[src/rtl/id_ex_pipe_stage.sv]
// Elastic ID/EX pipeline register with a main/skid register pair, a
// synchronous flush that leaves a bubble, and a saturating bubble counter.
module id_ex_pipe_stage #(
  parameter int DATA_W  = 32,
  parameter int CTRL_W  = 11,
  parameter int RADDR_W = 5,
  parameter int CNT_W   = 16
) (
  input  logic               clk,
  input  logic               rst,
  input  logic               flush,
  input  logic               stat_clr,
  input  logic               in_valid,
  output logic               in_ready,
  input  logic [CTRL_W-1:0]  ctrl_in,
  input  logic [DATA_W-1:0]  pc_in,
  input  logic [DATA_W-1:0]  op_a_in,
  input  logic [DATA_W-1:0]  op_b_in,
  input  logic [DATA_W-1:0]  imm_in,
  input  logic [RADDR_W-1:0] rt_in,
  input  logic [RADDR_W-1:0] rd_in,
  output logic               out_valid,
  input  logic               out_ready,
  output logic [CTRL_W-1:0]  ctrl_out,
  output logic [DATA_W-1:0]  pc_out,
  output logic [DATA_W-1:0]  op_a_out,
  output logic [DATA_W-1:0]  op_b_out,
  output logic [DATA_W-1:0]  imm_out,
  output logic [RADDR_W-1:0] rt_out,
  output logic [RADDR_W-1:0] rd_out,
  output logic [CNT_W-1:0]   bubble_cnt
);

  localparam int ENT_W = CTRL_W + 4 * DATA_W + 2 * RADDR_W;

  logic             m_valid_r, s_valid_r, in_ready_r;
  logic [ENT_W-1:0] m_ent_r, s_ent_r;
  logic [CNT_W-1:0] bubble_cnt_r;

  logic             m_valid_s, s_valid_s;
  logic [ENT_W-1:0] m_ent_s, s_ent_s, in_ent_s;
  logic             accept_s, consume_s;

  assign in_ent_s  = {ctrl_in, pc_in, op_a_in, op_b_in, imm_in, rt_in, rd_in};
  assign accept_s  = in_valid & in_ready_r;
  assign consume_s = m_valid_r & out_ready;

  // Next-state selection for the main and skid registers.
  always_comb begin
    m_valid_s = m_valid_r;
    m_ent_s   = m_ent_r;
    s_valid_s = s_valid_r;
    s_ent_s   = s_ent_r;
    if (flush) begin
      m_valid_s = 1'b0;
      s_valid_s = 1'b0;
    end else if (!m_valid_r || consume_s) begin
      if (s_valid_r) begin
        m_valid_s = 1'b1;
        m_ent_s   = s_ent_r;
        s_valid_s = 1'b0;
      end else if (accept_s) begin
        m_valid_s = 1'b1;
        m_ent_s   = in_ent_s;
      end else begin
        m_valid_s = 1'b0;
      end
    end else if (accept_s) begin
      s_valid_s = 1'b1;
      s_ent_s   = in_ent_s;
    end else begin
      s_valid_s = s_valid_r;
    end
    // An empty main register always carries an all-zero control bundle (NOP).
    if (!m_valid_s) begin
      m_ent_s[ENT_W-1 -: CTRL_W] = {CTRL_W{1'b0}};
    end else begin
      m_ent_s[ENT_W-1 -: CTRL_W] = m_ent_s[ENT_W-1 -: CTRL_W];
    end
  end

  // Pipeline storage and the registered ready flag.
  always_ff @(posedge clk or posedge rst) begin
    if (rst) begin
      m_valid_r  <= 1'b0;
      s_valid_r  <= 1'b0;
      m_ent_r    <= {ENT_W{1'b0}};
      s_ent_r    <= {ENT_W{1'b0}};
      in_ready_r <= 1'b0;
    end else begin
      m_valid_r  <= m_valid_s;
      s_valid_r  <= s_valid_s;
      m_ent_r    <= m_ent_s;
      s_ent_r    <= s_ent_s;
      in_ready_r <= !s_valid_s;
    end
  end

  // Saturating count of cycles presenting a bubble.
  always_ff @(posedge clk or posedge rst) begin
    if (rst) begin
      bubble_cnt_r <= {CNT_W{1'b0}};
    end else if (stat_clr) begin
      bubble_cnt_r <= {CNT_W{1'b0}};
    end else if (!m_valid_r && (bubble_cnt_r != {CNT_W{1'b1}})) begin
      bubble_cnt_r <= bubble_cnt_r + {{(CNT_W-1){1'b0}}, 1'b1};
    end else begin
      bubble_cnt_r <= bubble_cnt_r;
    end
  end

  assign in_ready   = in_ready_r;
  assign out_valid  = m_valid_r;
  assign bubble_cnt = bubble_cnt_r;
  assign {ctrl_out, pc_out, op_a_out, op_b_out, imm_out, rt_out, rd_out} = m_ent_r;

endmodule
[config.mk]
export PLATFORM = sky130hd
export DESIGN_NAME = id_ex_pipe_stage
export DESIGN_NICKNAME = d
export VERILOG_FILES = /design/src/rtl/id_ex_pipe_stage.sv
export SDC_FILE = /design/constraint.sdc
export NUM_CORES = 1
export LEC_CHECK = 0
export CAP_MARGIN = 20
export CELL_PAD_IN_SITES_DETAIL_PLACEMENT = 1
export CELL_PAD_IN_SITES_GLOBAL_PLACEMENT = 1
export CORE_MARGIN = 2
export CORE_UTILIZATION = 41
export CTS_BUF_LIST = sky130_fd_sc_hd__clkbuf_2
export DETAILED_ROUTE_END_ITERATION = 16
export PLACE_DENSITY_LB_ADDON = 0.05
export SLEW_MARGIN = 5
export SYNTH_ARGS = -nofsm -noshare
export SYNTH_HDL_FRONTEND = slang
export SYNTH_SLANG_ARGS = --single-unit
[constraint.sdc]
create_clock -name clk -period 13.5 [get_ports clk]
set_input_delay 2.025 -clock clk [delete_from_list [all_inputs] [get_ports clk]]
set_output_delay 2.025 -clock clk [all_outputs]
set_load 0.02 [all_outputs]
After elaboration in Yosys (flattened, before gate mapping)
Index checks and enable logic that the tools add are counted.
{"block": "word_totals", "regBits": 317, "input_bits": 155, "out_inout_bits": 167, "word_cells": 39}
{"block": "op_classes", "add_sub_neg": 1, "eq_ne": 4, "mux": 14, "bitwise": 4, "reduce_logical": 9}
{"operator": "$mux 149", "count": 4}
{"operator": "$mux 16", "count": 2}
{"operator": "$add 16x1->16 const B", "count": 1}
{"operator": "$ne 16x16->1 const B", "count": 1}
{"operator": "$mux 11", "count": 1}
{"operator": "$reduce_and 3->1", "count": 3}
{"operator": "$mux 1", "count": 7}
{"operator": "$reduce_bool 2->1", "count": 2}
{"operator": "$ne 3x2->1 const B", "count": 1}
{"operator": "$and 1x1->1", "count": 2}
{"operator": "$logic_not 1->1", "count": 2}
{"operator": "$ne 2x1->1 const B", "count": 1}
{"operator": "$ne 2x2->1 const B", "count": 1}
{"operator": "$not 1->1", "count": 2}
{"operator": "$logic_and 1x1->1", "count": 1}
{"operator": "$logic_or 1x1->1", "count": 1}

Logic depth before layout (Yosys ltp)
{"block": "depth", "ltp_word": 7, "ltp_mapped": 8, "depth_no_buf": 5}

Worst setup path before layout
OpenSTA, ideal clock, no wires.
{"block": "synth_path", "kind": "input-to-reg", "from": "input port out_ready", "to": "register s_ent_r[102]", "arrival_time_ps": 3389, "path_slack_ps": 9986, "cell_stages": 7, "path_buffers": 3, "path_cell_list": "nand2b_1 -> nor2_1 -> and3_1 -> clkbuf_1 -> buf_2 -> buf_2 -> mux2_2"}
{"block": "synth_between", "elab_chain_cells": 4}
{"element": "start: declaration", "line_no": "23", "text": "input logic out_ready,"}
{"element": "$and 1x1->1", "line_no": "46", "text": "assign consume_s = m_valid_r & out_ready;"}
{"element": "$logic_or 1x1->1", "line_no": "57", "text": "end else if (!m_valid_r || consume_s) begin"}
{"element": "$not 1->1 (no source line)"}
{"element": "$reduce_and 3->1 (no source line)"}
{"element": "end signal: assignment", "line_no": "88", "text": "s_ent_r <= {ENT_W{1'b0}};"}
{"element": "end signal: assignment", "line_no": "94", "text": "s_ent_r <= s_ent_s;"}
{"element": "end: declaration", "line_no": "37", "text": "logic [ENT_W-1:0] m_ent_r, s_ent_r;"}
Every way passes these cells.
A chain may end at the register's enable or synchronous reset.

Worst setup path in the final report
{"block": "layout_path", "from": "input port out_ready", "to": "register s_ent_r[140]"}
Same word-level chain as after synthesis.

==> flow_summary.json <==
{
  "setup_viol": 0,
  "yosys.area.top_type_share_pct": 59.8,
  "clk_pin_slew_ns": 0.09,
  "yosys_register_bits": 317,
  "layout-drive-gt1-share_pct": 21.1,
  "wl_um": 34600,
  "postCtsSetupBuffers": 0,
  "power_leakage_nw": 7.43,
  "whs_ns": 0.484,
  "power_frac_comb_pct": 22.1,
  "synthTopCellsByArea": "dfrtp_1 (60%), mux2_2 (13%), mux2i_1 (11%)",
  "synthCells": 1070,
  "nFillCells": 3352,
  "cts_tree": "yes",
  "ant_nets": 0,
  "die_area_um2": 33800,
  "power_mw": 2.48,
  "design_area_um2": 17600,
  "drt_iter0_drc": 406,
  "cts_made_buffers": 86,
  "sw_frac_of_total_pct": 30.6,
  "holdBufCountCts": 0,
  "seqCellArea_um2": 7940,
  "netlist_area_um2": 13300,
  "synth_edf_count": 0,
  "track_usage_pct": 20.6,
  "ys.warnings.count": 0,
  "crit_arrival_ns": 5.50,
  "cts_resized": 0,
  "gp_congestion": 0.732,
  "hold_path_end": "m_ent_r[89]$_DFFE_PP0P_",
  "finClkSkew_ns": 0.0378,
  "final_common_cell": "clkdlybuf4s50_1",
  "die_width_um": 184,
  "p_clk_share_pct": 28.0,
  "path_class": "in -> reg",
  "synth_nets": 1226,
  "ys.flop_type": "dfrtp_1",
  "fin_crit_ns": 4.79,
  "drc": 0,
  "path_max_fanout": 77,
  "core_um2": 31700,
  "grt_pass1_vias": 10300,
  "ctsRootBufferMaster": "clkbuf_2",
  "switching_power_uw": 760,
  "rows": 65,
  "htree_levels": 3,
  "yosys.area.top_type": "dfrtp_1",
  "vias_per_cell": 5.05,
  "status": "finished clean",
  "syn_area_per_cell_um2": 12.4,
  "hpwl_um": 22000,
  "io_pins": 322,
  "wl_per_cell_um": 18.4,
  "grt_max_degree": 175,
  "peakVddDrop_mv": 0.0683,
  "clk_latency_ns": 0.87,
  "hp-class": "reg -> reg",
  "grt_pass1_wl_um": 54700,
  "port-buffer-count": 321,
  "rrSetupSlack_ns": 9.54,
  "max_freq_mhz": 209,
  "async_flop_share_pct": 100,
  "crit_path_start_kind": "input pin",
  "final_cell_mix": "clkdlybuf4s50_1 (321), dfrtp_1 (316), nand2_1 (154)",
  "end_kind": "flip-flop",
  "slew_headroom_pct": 28.6,
  "dpl_cell_area_um2": 16800,
  "r2r_end": "s_ent_r[140]$_DFFE_PP0P_",
  "synth_cell_types": 31,
  "vias": 9520,
  "max_stage_delay_ns": 0.90,
  "power.density_nw_per_um2": 141,
  "fin_tns_setup_ns": 0,
  "pwr-share-seq_pct": 50.0,
  "start_util_pct": 41.8,
  "required_ns": 14.21,
  "cpMaxStageDelayCell": "buf_4",
  "worst_pin_slew_ns": 1.07,
  "min_from": "m_ent_r[89]$_DFFE_PP0P_",
  "first_pass_iters": 4,
  "finalHoldViolations": 0,
  "cts.sinks": 317,
  "period_share_pct": 35.5,
  "multi_input_area_um2": 5020,
  "worst_r2r_path_depth": 6,
  "rsz0062_at_grt": "false",
  "drv_cap": 0,
  "worstHoldPathCells": 2,
  "finalMaxSlewViolations": 0,
  "nets": 1571,
  "power.internal_mw": 1.72,
  "die_h_um": 184,
  "synth-seq-area-share_pct": 59.8,
  "syn_to_final_growth_pct": 32.7,
  "r2r-start": "out_valid$_DFF_PP0_",
  "antenna_found_initial": 5,
  "grt-ovfl-total": 0,
  "path_cells": "clkdlybuf4s50_1 -> nand2b_1 -> nor2_1 -> and3_4 -> buf_16 -> buf_4 -> mux2_2",
  "clockBufferDepth": 3
}
-- through the flow --
stage,setup WS (ns),cells,utilization (%)
detailed placement,7.48,1727,52.8
finish,8.71,1885,55.5
floorplan,2.70,1070,-
global route,8.58,1884,55.5
global placement,7.48,1727,52.8
CTS,8.44,1881,55.3
-- cell type report --
type	instances	area share [%]
clock buffer	144	4.09
multi-input combinational	678	28.5
inverter	4	0.128
antenna	2	0.0284
tap	402	2.86
sequential	317	45.1
clock inverter	10	0.362
timing repair buffer	328	18.9
-- flip-flops by register name (all words and copies together) (netlist names) --
name,cells
bubble_cnt,16
in_ready,1
m_ent_r,149
out_valid,1
s_ent_r,149
s_valid_r,1
-- power by group through the flow --
stage          logic (mW)  registers [mW]  clock network [mW]
5_1_grt             0.595            1.27               0.786
4_1_cts             0.556            1.24               0.730
3_3_place_gp        0.539            1.25                   0
3_5_place_dp        0.553            1.26                   0
2_1_floorplan       0.208            1.33                   0
6_report            0.547            1.24               0.695
-- critical path: cells and delay by family --
kind          cells  cell delay (ns)
mux               1             0.42
buf+inv           3             1.63
simple gates      3             1.36
-- Yosys cell counts, types with 2 or more instances --
cell,count
dfrtp_1,317
nand2_1,154
mux2_2,152
o21ai_0,151
mux2i_1,150
buf_2,37
clkbuf_1,31
a21oi_1,14
o31ai_1,7
or4_1,7
nor2_1,6
or3_1,6
nand4_1,5
inv_1,4
nand3_1,4
nand2b_1,3
nor2b_1,3
nor3_1,3
and3_1,2
buf_1,2
nor4_1,2
-- worst max-delay path by stage --
stage	startpoint	to	slack, ns	depth (start not counted)
floorplan	rst	bubble_cnt[0]$_DFFE_PP0P_	2.70	1
global placement	out_ready	s_ent_r[140]$_DFFE_PP0P_	7.48	6
detailed placement	out_ready	s_ent_r[146]$_DFFE_PP0P_	7.48	6
CTS	out_ready	s_ent_r[54]$_DFFE_PP0P_	8.44	6
global route	out_ready	s_ent_r[138]$_DFFE_PP0P_	8.58	7
finish	out_ready	s_ent_r[140]$_DFFE_PP0P_	8.71	7
-- metal layers --
layer | vias to the layer above | GRT usage (%) | routed length, µm
li1 | 4490 | - | -
met1 | 4720 | 25.0 | 14600
met2 | 262 | 33.3 | 16500
met3 | 42 | 8.60 | 3030
met4 | 6 | 6.34 | 476
met5 | - | 0 | 38
-- logic make-up (layout without fill, tap and decap cells) --
family / after synthesis / after routing / synth area share [%]
other cells: 0 / 2 / 0
simple gates: 200 / 200 / 6.62
fa+ha+maj: 1 / 1 / 0.0943
buf+inv: 75 / 486 / 2.48
compound gates: 175 / 175 / 6.82
mux: 302 / 302 / 24.2
flops: 317 / 317 / 59.8
Power figures use the tool's default switching activity.
